==> config.mk <==
export PLATFORM = sky130hd
export DESIGN_NAME = keypad_scan_ctrl
export DESIGN_NICKNAME = d
export VERILOG_FILES = /design/src/rtl/keypad_pkg.sv /design/src/rtl/keypad_fifo.sv /design/src/rtl/keypad_scan_ctrl.sv
export SDC_FILE = /design/constraint.sdc
export NUM_CORES = 1
export LEC_CHECK = 0
export CORE_ASPECT_RATIO = 1.1
export CORE_MARGIN = 2
export CORE_UTILIZATION = 52
export DETAILED_ROUTE_END_ITERATION = 8
export PLACE_DENSITY = 0.72
export RECOVER_POWER = 50
export SYNTH_ARGS = -nofsm -noshare
export SYNTH_HDL_FRONTEND = slang
export SYNTH_SLANG_ARGS = --single-unit
export TNS_END_PERCENT = 30
==> constraint.sdc <==
create_clock -name clk -period 5.47 [get_ports clk]
set_input_delay 1.094 -clock clk [delete_from_list [all_inputs] [get_ports clk]]
set_output_delay 1.094 -clock clk [all_outputs]
set_load 0.1 [all_outputs]
==> src/rtl/keypad_pkg.sv <==
`default_nettype none
// ============================================================================
//  Module      : keypad_pkg
//  Description : Shared types and constants for the keypad scan controller:
//                FSM state encoding, register addresses, STATUS bit layout
//                and a row priority encoder helper.
//  Revision    : 1.0 - initial release
// ============================================================================
package keypad_pkg;

    // Scan/debounce FSM states
    typedef enum logic [2:0] {
        S_IDLE     = 3'd0,
        S_DEBOUNCE = 3'd1,
        S_DRIVE    = 3'd2,
        S_SETTLE   = 3'd3,
        S_SAMPLE   = 3'd4,
        S_PUSH     = 3'd5,
        S_RELEASE  = 3'd6
    } state_t;

    // Register select values on the addr pin
    localparam logic REG_DATA   = 1'b0;
    localparam logic REG_STATUS = 1'b1;

    // STATUS register bit positions
    localparam int ST_NEMPTY = 0;
    localparam int ST_FULL   = 1;
    localparam int ST_OVF    = 2;
    localparam int ST_HELD   = 3;

    // Index of the lowest asserted row; lowest row wins when several are set
    function automatic logic [1:0] lowest_row(input logic [3:0] r);
        logic [1:0] idx;
        if (r[0])      idx = 2'd0;
        else if (r[1]) idx = 2'd1;
        else if (r[2]) idx = 2'd2;
        else           idx = 2'd3;
        return idx;
    endfunction

endpackage
`default_nettype wire

==> src/rtl/keypad_fifo.sv <==
`default_nettype none
// ============================================================================
//  Module      : keypad_fifo
//  Description : Small synchronous FIFO for key codes. A pop in the same
//                cycle as a push frees a slot, so a push into a full FIFO
//                succeeds when accompanied by a pop. A push that cannot be
//                stored is flagged on 'drop'.
//  Revision    : 1.0 - initial release
// ============================================================================
module keypad_fifo #(
    parameter int DEPTH = 4,
    parameter int WIDTH = 4
) (
    input  logic             clk,
    input  logic             rst_n,
    input  logic             push,
    input  logic             pop,
    input  logic [WIDTH-1:0] din,
    output logic [WIDTH-1:0] dout,
    output logic             empty,
    output logic             full,
    output logic             drop
);

    localparam int AW = $clog2(DEPTH);
    localparam int CW = $clog2(DEPTH) + 1;

    logic [WIDTH-1:0] mem [DEPTH];
    logic [AW-1:0]    wr_ptr;
    logic [AW-1:0]    rd_ptr;
    logic [CW-1:0]    count;
    logic             pop_ok;
    logic             push_ok;

    assign empty   = (count == '0);
    assign full    = (count == CW'(DEPTH));
    assign pop_ok  = pop && !empty;
    assign push_ok = push && (!full || pop_ok);
    assign drop    = push && !push_ok;
    assign dout    = mem[rd_ptr];

    // Pointer and occupancy bookkeeping; pointers wrap naturally (power-of-2 depth)
    always_ff @(posedge clk) begin
        if (!rst_n) begin
            wr_ptr <= '0;
            rd_ptr <= '0;
            count  <= '0;
        end else begin
            if (push_ok) wr_ptr <= wr_ptr + 1'b1;
            if (pop_ok)  rd_ptr <= rd_ptr + 1'b1;
            count <= count + CW'(push_ok) - CW'(pop_ok);
        end
    end

    // Storage array; contents are don't-care until written
    always_ff @(posedge clk) begin
        if (push_ok) mem[wr_ptr] <= din;
    end

endmodule
`default_nettype wire

==> src/rtl/keypad_scan_ctrl.sv <==
`default_nettype none
// ============================================================================
//  Module      : keypad_scan_ctrl
//  Description : 4x4 matrix keypad scanner with press/release debounce,
//                key-code FIFO and a two-register read port (DATA/STATUS)
//                for the 6502 peripheral bus.
//  Options     : KEYPAD_IRQ_EN - when defined, irq is a registered copy of
//                "FIFO not empty"; otherwise irq is tied low.
//  Revision    : 1.0 - initial release
// ============================================================================
module keypad_scan_ctrl
    import keypad_pkg::*;
#(
    parameter int DEBOUNCE_CYCLES = 1000,
    parameter int SETTLE_CYCLES   = 4,
    parameter int FIFO_DEPTH      = 4
) (
    input  logic       clk,
    input  logic       rst_n,
    input  logic [3:0] row,
    output logic [3:0] col,
    input  logic       addr,
    input  logic       rd_stb,
    output logic [7:0] dout,
    output logic       irq
);

    localparam int CNT_MAX = (DEBOUNCE_CYCLES > SETTLE_CYCLES) ? DEBOUNCE_CYCLES : SETTLE_CYCLES;
    localparam int CNT_W   = $clog2(CNT_MAX + 1);
    localparam logic [CNT_W-1:0] DB_LAST = CNT_W'(DEBOUNCE_CYCLES - 1);
    localparam logic [CNT_W-1:0] ST_LAST = CNT_W'(SETTLE_CYCLES - 1);

    state_t           state;
    logic [CNT_W-1:0] cnt;
    logic [1:0]       c;
    logic [3:0]       code;
    logic [3:0]       row_meta;
    logic [3:0]       row_sync;
    logic             trig;
    logic             ovf;

    logic             push;
    logic             pop;
    logic             fifo_empty;
    logic             fifo_full;
    logic             fifo_drop;
    logic [3:0]       fifo_head;
    logic             is_data_rd;
    logic             is_status_rd;

    // Two-flop synchronizer for the asynchronous row pins
    always_ff @(posedge clk) begin
        if (!rst_n) begin
            row_meta <= 4'h0;
            row_sync <= 4'h0;
        end else begin
            row_meta <= row;
            row_sync <= row_meta;
        end
    end

    assign trig = |row_sync;

    // Scan/debounce FSM with registered column drive and latched key code
    always_ff @(posedge clk) begin
        if (!rst_n) begin
            state <= S_IDLE;
            cnt   <= '0;
            c     <= 2'd0;
            col   <= 4'b1111;
            code  <= 4'h0;
        end else begin
            case (state)
                S_IDLE: begin
                    col <= 4'b1111;
                    if (trig) begin
                        cnt   <= '0;
                        state <= S_DEBOUNCE;
                    end
                end
                S_DEBOUNCE: begin
                    if (!trig) begin
                        state <= S_IDLE;
                    end else if (cnt == DB_LAST) begin
                        c     <= 2'd0;
                        state <= S_DRIVE;
                    end else begin
                        cnt <= cnt + 1'b1;
                    end
                end
                S_DRIVE: begin
                    col   <= 4'b0001 << c;
                    cnt   <= '0;
                    state <= S_SETTLE;
                end
                S_SETTLE: begin
                    if (cnt == ST_LAST) state <= S_SAMPLE;
                    else                cnt   <= cnt + 1'b1;
                end
                S_SAMPLE: begin
                    if (trig) begin
                        code  <= {c, lowest_row(row_sync)};
                        state <= S_PUSH;
                    end else if (c == 2'd3) begin
                        col   <= 4'b1111;
                        state <= S_IDLE;
                    end else begin
                        c     <= c + 1'b1;
                        state <= S_DRIVE;
                    end
                end
                S_PUSH: begin
                    col   <= 4'b1111;
                    cnt   <= '0;
                    state <= S_RELEASE;
                end
                S_RELEASE: begin
                    col <= 4'b1111;
                    if (trig)                cnt   <= '0;
                    else if (cnt == DB_LAST) state <= S_IDLE;
                    else                     cnt   <= cnt + 1'b1;
                end
                default: begin
                    col   <= 4'b1111;
                    state <= S_IDLE;
                end
            endcase
        end
    end

    assign push         = (state == S_PUSH);
    assign is_data_rd   = rd_stb && (addr == REG_DATA);
    assign is_status_rd = rd_stb && (addr == REG_STATUS);
    assign pop          = is_data_rd && !fifo_empty;

    keypad_fifo #(
        .DEPTH (FIFO_DEPTH),
        .WIDTH (4)
    ) u_fifo (
        .clk   (clk),
        .rst_n (rst_n),
        .push  (push),
        .pop   (pop),
        .din   (code),
        .dout  (fifo_head),
        .empty (fifo_empty),
        .full  (fifo_full),
        .drop  (fifo_drop)
    );

    // Register read mux and sticky overflow flag (a new overflow beats a STATUS clear)
    always_ff @(posedge clk) begin
        if (!rst_n) begin
            dout <= 8'h00;
            ovf  <= 1'b0;
        end else begin
            if (is_data_rd) begin
                dout <= fifo_empty ? 8'h00 : {4'h0, fifo_head};
            end else if (is_status_rd) begin
                dout                <= 8'h00;
                dout[ST_HELD]       <= (state == S_RELEASE);
                dout[ST_OVF]        <= ovf;
                dout[ST_FULL]       <= fifo_full;
                dout[ST_NEMPTY]     <= ~fifo_empty;
            end
            if (fifo_drop)         ovf <= 1'b1;
            else if (is_status_rd) ovf <= 1'b0;
        end
    end

`ifdef KEYPAD_IRQ_EN
    // Level interrupt while codes are waiting in the FIFO
    always_ff @(posedge clk) begin
        if (!rst_n) irq <= 1'b0;
        else        irq <= ~fifo_empty;
    end
`else
    assign irq = 1'b0;
`endif

endmodule
`default_nettype wire

==> results.sh, run 1 <==
export IMPL_postSynthCellCount=303
export IMPL_drt_iter0_drc=154
export IMPL_async_flop_share_pct=0
export IMPL_maxSlewHeadroom_pct=34.4
export IMPL_stdcell_count=393
export IMPL_post_cts_resized=0
export IMPL_worst_slack_ns=1.93
export IMPL_area_growth_pct=10.6
export IMPL_num_io_pins=21
export IMPL_rsz0062_at_grt="false"
export IMPL_die_area_sq_um=6220
export IMPL_end_kind="register"
export IMPL_synth_area_sq_um=2910
export IMPL_swShare_pct=35.0
export IMPL_ant_nets=0
export IMPL_clock_skew_ns=0.00591
export IMPL_yosysWarnings=0
export IMPL_vias=2178
export IMPL_fmax_ghz=0.283
export IMPL_grt_pass1_wl_um=9170
export IMPL_hold_end="row_sync[0]$_SDFF_PN0_"
export IMPL_netlist_top_cells_area="dfxtp_1 (31%), edfxtp_1 (16%), ha_1 (4.7%), nor2_1 (4.3%), a21oi_1 (3.8%)"
export IMPL_path_class="in -> reg"
export IMPL_drc=0
export IMPL_dpl_hpwl_um=3620
export IMPL_ys_seq_elements=61
export IMPL_grt_pass1_vias=1993
export IMPL_cts_setup_buffers=0
export IMPL_dp_cells=377
export IMPL_tritoncts="yes"
export IMPL_critPathLaunchType="primary input"
export IMPL_cap_viol_max_count=0
export IMPL_synthSimpleGateAreaFrac_pct=21.9
export IMPL_crit_reg2reg_launch="state[2]$_SDFFE_PN0P_"
export IMPL_netlist_area_leader_share_pct=30.9
export IMPL_dieWidth_um=75.4
export IMPL_synth_ff_type="dfxtp_1"
export IMPL_synth_compound_area_share_pct=13.9
export IMPL_wirelength_um=5290
export IMPL_num_rows=28
export IMPL_cts_buffers=9
export IMPL_r2r_cells=8
export IMPL_p_int_uw=755
export IMPL_min_path_type="reg -> reg"
export IMPL_p_clk_share_pct=31.4
export IMPL_tightest_slew_ns=0.982
export IMPL_placed_area_sq_um=3040
export IMPL_path_max_fanout=9
export IMPL_wl_per_cell_um=13.5
export IMPL_p_per_area_nw_per_um2=360
export IMPL_whs_path_depth=1
export IMPL_cp_arrival_ns=3.74
export IMPL_p_leak_nw=1.12
export IMPL_setup_tns_ns=0
export IMPL_die_y_um=82.5
export IMPL_drv_slew=0
export IMPL_synth_top_family_by_area="simple AND/OR/NAND/NOR gates"
export IMPL_grt_start_max_net_pins=25
export IMPL_cp_required_ns=5.68
export IMPL_setup_violations=0
export IMPL_via_per_inst=5.54
export IMPL_final_area_sq_um=3220
export IMPL_dp_slack_ns=1.58
export IMPL_grt_antenna_before_repair=0
export IMPL_htree_levels=3
export IMPL_outcome="complete, no violations"
export IMPL_ctsRootBufferMaster="clkbuf_8"
export IMPL_core_sq_um=5400
export IMPL_min_from="row_meta[0]$_SDFF_PN0_"
export IMPL_power_mw=1.16
export IMPL_clock_latency_ns=0.34
export IMPL_synth_cell_types=55
export IMPL_period_share_pct=64.6
export IMPL_synth_edf_count=16
export IMPL_grt_overflow=0
export IMPL_hold_worst_slack_ns=0.435
export IMPL_yosysTopAreaCell="dfxtp_1"
export IMPL_cts_buffer_depth=2
export IMPL_p_sw_uw=407
export IMPL_synthAdderAreaFrac_pct=5.41
export IMPL_num_antenna_cells=0
export IMPL_cts_sinks=61
export IMPL_initial_core_util_pct=54.0
export IMPL_nets=333
export IMPL_synth_seq_area_share_pct=47.4
export IMPL_fin_crit_ns=3.54
export IMPL_io_buffers=15
export IMPL_crit_reg2reg_capture="u_fifo.count[2]$_SDFF_PN0_"
export IMPL_finalHoldViolCount=0
export IMPL_grtUsageTotal_pct=19.5
export IMPL_drt_pre_antenna_iters=6
export IMPL_synth_area_per_cell_sq_um=9.62
export IMPL_pwr_share_seq_pct=45.6
export IMPL_synth_xor_area_share_pct=1.50
export IMPL_pwr_share_comb_pct=22.9
export IMPL_synthMuxAreaShare_pct=3.78
export IMPL_fin_util_pct=59.7
export IMPL_gp_congestion=0.824
export IMPL_holdBufCountCts=0
export IMPL_ir_worst_vdd_mv=0.224
export IMPL_drive_gt1_share_pct=8.81
export IMPL_reg2reg_setup_slack_ns=2.75
export IMPL_path_clk_slew_ns=0.08
==> cell type report <==
class                           instances  area [sq um]
Fill cell                             508          2170
Clock buffer                            9           124
Clock inverter                          7          57.6
Timing Repair Buffer                   15           150
Inverter                               12          45.0
Tap cell                               75          93.8
Multi-Input combinational cell        214          1370
Sequential cell                        61          1380
==> power by group through the flow <==
stage / clock [mW] / combinational [mW] / sequential (mW)
finish: 0.365 / 0.266 / 0.530
global route: 0.389 / 0.296 / 0.537
CTS: 0.372 / 0.268 / 0.530
detailed placement: 0 / 0.267 / 0.540
global placement: 0 / 0.263 / 0.540
floorplan: 0 / 0.201 / 0.564
==> layer usage <==
metal | vias to the layer above | wire, um | share of wire [%] | global-route usage (%)
li1 | 1096 | - | - | -
met1 | 1028 | 2540 | 48 | 26.8
met2 | 43 | 2440 | 46 | 29.9
met3 | 11 | 214 | 4.0 | 4.37
met4 | 0 | 96 | 1.8 | 7.37
met5 | - | 0 | 0 | 0
==> cells in the final DEF (no fill, tap or decap), types with 9 or more instances in the layout <==
cell and instances:
clkdlybuf4s50_1 14, dfxtp_1 45, nand2_1 22, clkbuf_8 9, edfxtp_1 16, and2_1 11
o21ai_0 16, nor2_1 33, a21oi_1 22, ha_1 11, inv_1 12
==> worst max path at each step <==
stage                 from                          to  slack [ns]  cells past startpoint
finish              rd_stb  u_fifo.count[2]$_SDFF_PN0_        1.93                     10
global route        rd_stb  u_fifo.count[2]$_SDFF_PN0_        1.63                     10
CTS                 rd_stb  u_fifo.count[2]$_SDFF_PN0_        1.94                     10
detailed placement  rd_stb  u_fifo.count[2]$_SDFF_PN0_        1.58                     10
global placement    rd_stb  u_fifo.count[2]$_SDFF_PN0_        1.64                     10
floorplan           rd_stb  u_fifo.count[2]$_SDFF_PN0_        2.22                     10
==> cells by family (layout without fill, tap and decap cells) <==
family,after synthesis,count (layout)
mux,6,6
other cells,1,5
fa+ha+maj,12,12
buf+inv,32,43
compound gates,67,67
simple gates,119,119
xor+xnor,5,5
flops,61,61
==> critical path: stages <==
cell and delay, ns:
clkdlybuf4s50_1 0.63, nand2b_1 0.12, and3_1 0.21, nor3b_1 0.65, ha_1 0.26, inv_1 0.05, fa_1 0.37, xor2_1 0.17
xnor2_1 0.13, nor2_1 0.05
==> cells in the mapped netlist (2+ instances only) <==
cell / n
and3_1: 3
a21oi_1: 22
buf_2: 2
clkbuf_1: 8
or4b_2: 2
edfxtp_1: 16
nor3b_1: 2
or3b_2: 2
a31oi_1: 5
xnor2_1: 3
o22ai_1: 5
o21ai_0: 14
a211oi_1: 2
nand2_1: 22
ha_1: 11
nor4_1: 2
mux4_2: 4
a41oi_1: 2
and2_1: 14
inv_1: 12
xor2_1: 2
or4_1: 4
mux2i_1: 2
nor3_1: 5
o211ai_1: 3
nand4_1: 2
and3_2: 2
nor2b_1: 5
nor2_1: 33
o21ai_1: 4
clkbuf_8: 3
nand2b_1: 6
or3_1: 2
buf_4: 6
nand3_1: 6
dfxtp_1: 45
or4b_1: 2
==> state kept, by name, summed over array words and instances (netlist names), named ones only <==
name           flops
u_fifo.count       3
state              3
u_fifo.wr_ptr      2
code               4
c                  2
cnt               10
ovf                1
row_sync           4
col                4
u_fifo.rd_ptr      2
u_fifo.mem        16
dout               4
row_meta           4
Note: power is estimated with default switching activity, not from simulation.
==> run 2, diff against run 1 <==
==> constraint.sdc (replaced) <==
create_clock -name clk -period 3.65 [get_ports clk]
set_input_delay 0.73 -clock clk [delete_from_list [all_inputs] [get_ports clk]]
set_output_delay 0.73 -clock clk [all_outputs]
set_load 0.1 [all_outputs]
==> results.sh, run 2 (same netlist as run 1, synthesis figures left out) <==
export IMPL_htree_levels=3
export IMPL_swShare_pct=34.2
export IMPL_die_y_um=82.5
export IMPL_holdBufCountCts=0
export IMPL_drc=0
export IMPL_setup_violations=0
export IMPL_fmax_ghz=0.352
export IMPL_cp_arrival_ns=3.04
export IMPL_grtUsageTotal_pct=19.5
export IMPL_cts_buffers=9
export IMPL_drt_iter0_drc=123
export IMPL_wirelength_um=5340
export IMPL_path_class="in -> reg"
export IMPL_final_common_cell="dfxtp_1"
export IMPL_tritoncts="yes"
export IMPL_largest_register="u_fifo.mem"
export IMPL_drv_slew=0
export IMPL_core_sq_um=5400
export IMPL_via_per_inst=5.54
export IMPL_pwr_share_seq_pct=46.6
export IMPL_cts_sinks=61
export IMPL_initial_core_util_pct=54.0
export IMPL_critPathLaunchType="primary input"
export IMPL_clock_skew_ns=0.00433
export IMPL_p_clk_share_pct=29.6
export IMPL_period_share_pct=77.8
export IMPL_die_area_sq_um=6220
export IMPL_cap_viol_max_count=0
export IMPL_dp_slack_ns=0.478
export IMPL_p_int_mw=1.13
export IMPL_grt_antenna_before_repair=0
export IMPL_maxSlewHeadroom_pct=35.4
export IMPL_grt_overflow=0
export IMPL_dieWidth_um=75.4
export IMPL_path_clk_slew_ns=0.06
export IMPL_io_buffers=15
export IMPL_power_mw=1.71
export IMPL_post_cts_resized=0
export IMPL_reg_top3="u_fifo.mem x16, cnt x10"
export IMPL_wl_per_cell_um=13.5
export IMPL_layout_common_cells="dfxtp_1 (45), nor2_1 (33), nand2_1 (22), a21oi_1 (22), edfxtp_1 (16)"
export IMPL_largest_reg_flops=16
export IMPL_setup_tns_ns=0
export IMPL_outcome="complete, no violations"
export IMPL_num_io_pins=21
export IMPL_fin_crit_ns=2.84
export IMPL_p_leak_nw=1.14
export IMPL_nets=336
export IMPL_rsz0062_at_grt="false"
export IMPL_ir_worst_vdd_mv=0.348
export IMPL_final_area_sq_um=3230
export IMPL_cp_required_ns=3.84
export IMPL_p_per_area_nw_per_um2=531
export IMPL_min_path_type="reg -> reg"
export IMPL_dpl_hpwl_um=3610
export IMPL_end_kind="register"
export IMPL_cts_buffer_depth=2
export IMPL_cts_setup_buffers=0
export IMPL_placed_area_sq_um=3060
export IMPL_p_sw_uw=586
export IMPL_grt_pass1_wl_um=9050
export IMPL_num_antenna_cells=0
export IMPL_area_growth_pct=10.8
export IMPL_tightest_slew_ns=0.967
export IMPL_path_max_fanout=9
export IMPL_drt_pre_antenna_iters=4
export IMPL_num_rows=28
export IMPL_vias=2192
export IMPL_drive_gt1_share_pct=9.03
export IMPL_ctsRootBufferMaster="clkbuf_8"
export IMPL_grt_pass1_vias=2013
export IMPL_clock_latency_ns=0.34
export IMPL_pwr_share_comb_pct=23.9
export IMPL_worst_slack_ns=0.809
export IMPL_finalHoldViolCount=0
export IMPL_grt_start_max_net_pins=25
export IMPL_ant_nets=0
export IMPL_gp_congestion=0.835
-- run 2: cell types whose count changed in the layout (fill, tap and decap cells not counted), sizes merged --
cell	delta
buf	+2
clkinvlp	-2
clkbuf	+2
inv	-2
clkinv	+3
-- run 2: layout make-up --
class                      instances  area, sq um
multi-input combinational        214         1370
inverter                          12         45.0
fill                             501         2170
clock inverter                     6         40.0
timing repair buffer              18          169
clock buffer                      10          128
sequential                        61         1380
tap                               75         93.8
-- run 2: power by group through the flow --
stage / logic, mW / registers (mW) / clock network (mW)
after floorplan: 0.301 / 0.846 / 0
after detailed placement: 0.407 / 0.811 / 0
final: 0.409 / 0.798 / 0.507
after global routing: 0.454 / 0.806 / 0.552
after CTS: 0.409 / 0.796 / 0.519
after global placement: 0.402 / 0.809 / 0
-- run 2: final timing paths --
check | start | to | slack, ns | cells after the start
setup / recovery | rd_stb | u_fifo.count[2]$_SDFF_PN0_ | 0.81 | 11
setup reg to reg | cnt[0]$_SDFFE_PN0P_ | c[1]$_SDFFE_PN0P_ | 0.91 | 6
hold reg to reg | row_meta[2]$_SDFF_PN0_ | row_sync[2]$_SDFF_PN0_ | 0.44 | 1
hold / removal | row_meta[2]$_SDFF_PN0_ | row_sync[2]$_SDFF_PN0_ | 0.44 | 1
-- run 2: critical path, cell delays in order --
cell             delay, ns
clkdlybuf4s50_1       0.63
nand2b_1              0.11
nor2_1                0.32
ha_1                  0.29
inv_1                 0.05
ha_1                  0.13
inv_1                 0.05
fa_1                  0.37
xor2_1                0.17
xnor2_1               0.14
nor2_1                0.05
-- run 2: layer usage --
layer,vias up,track usage [%],share of wire (%)
met1,1040,26.2,47
met5,-,0,0
met2,51,29.0,46
li1,1092,-,-
met4,0,11.4,2.1
met3,9,3.76,4.2
-- run 2: per-stage QoR --
step / hold slack, ns / util, % / cells
final: 0.437 / 59.8 / 396
after floorplan: 0.412 / - / 307
after detailed placement: 0.423 / 56.8 / 380
after global placement: 0.414 / 56.8 / 380
after global routing: 0.487 / 59.8 / 396
after CTS: 0.438 / 59.9 / 396
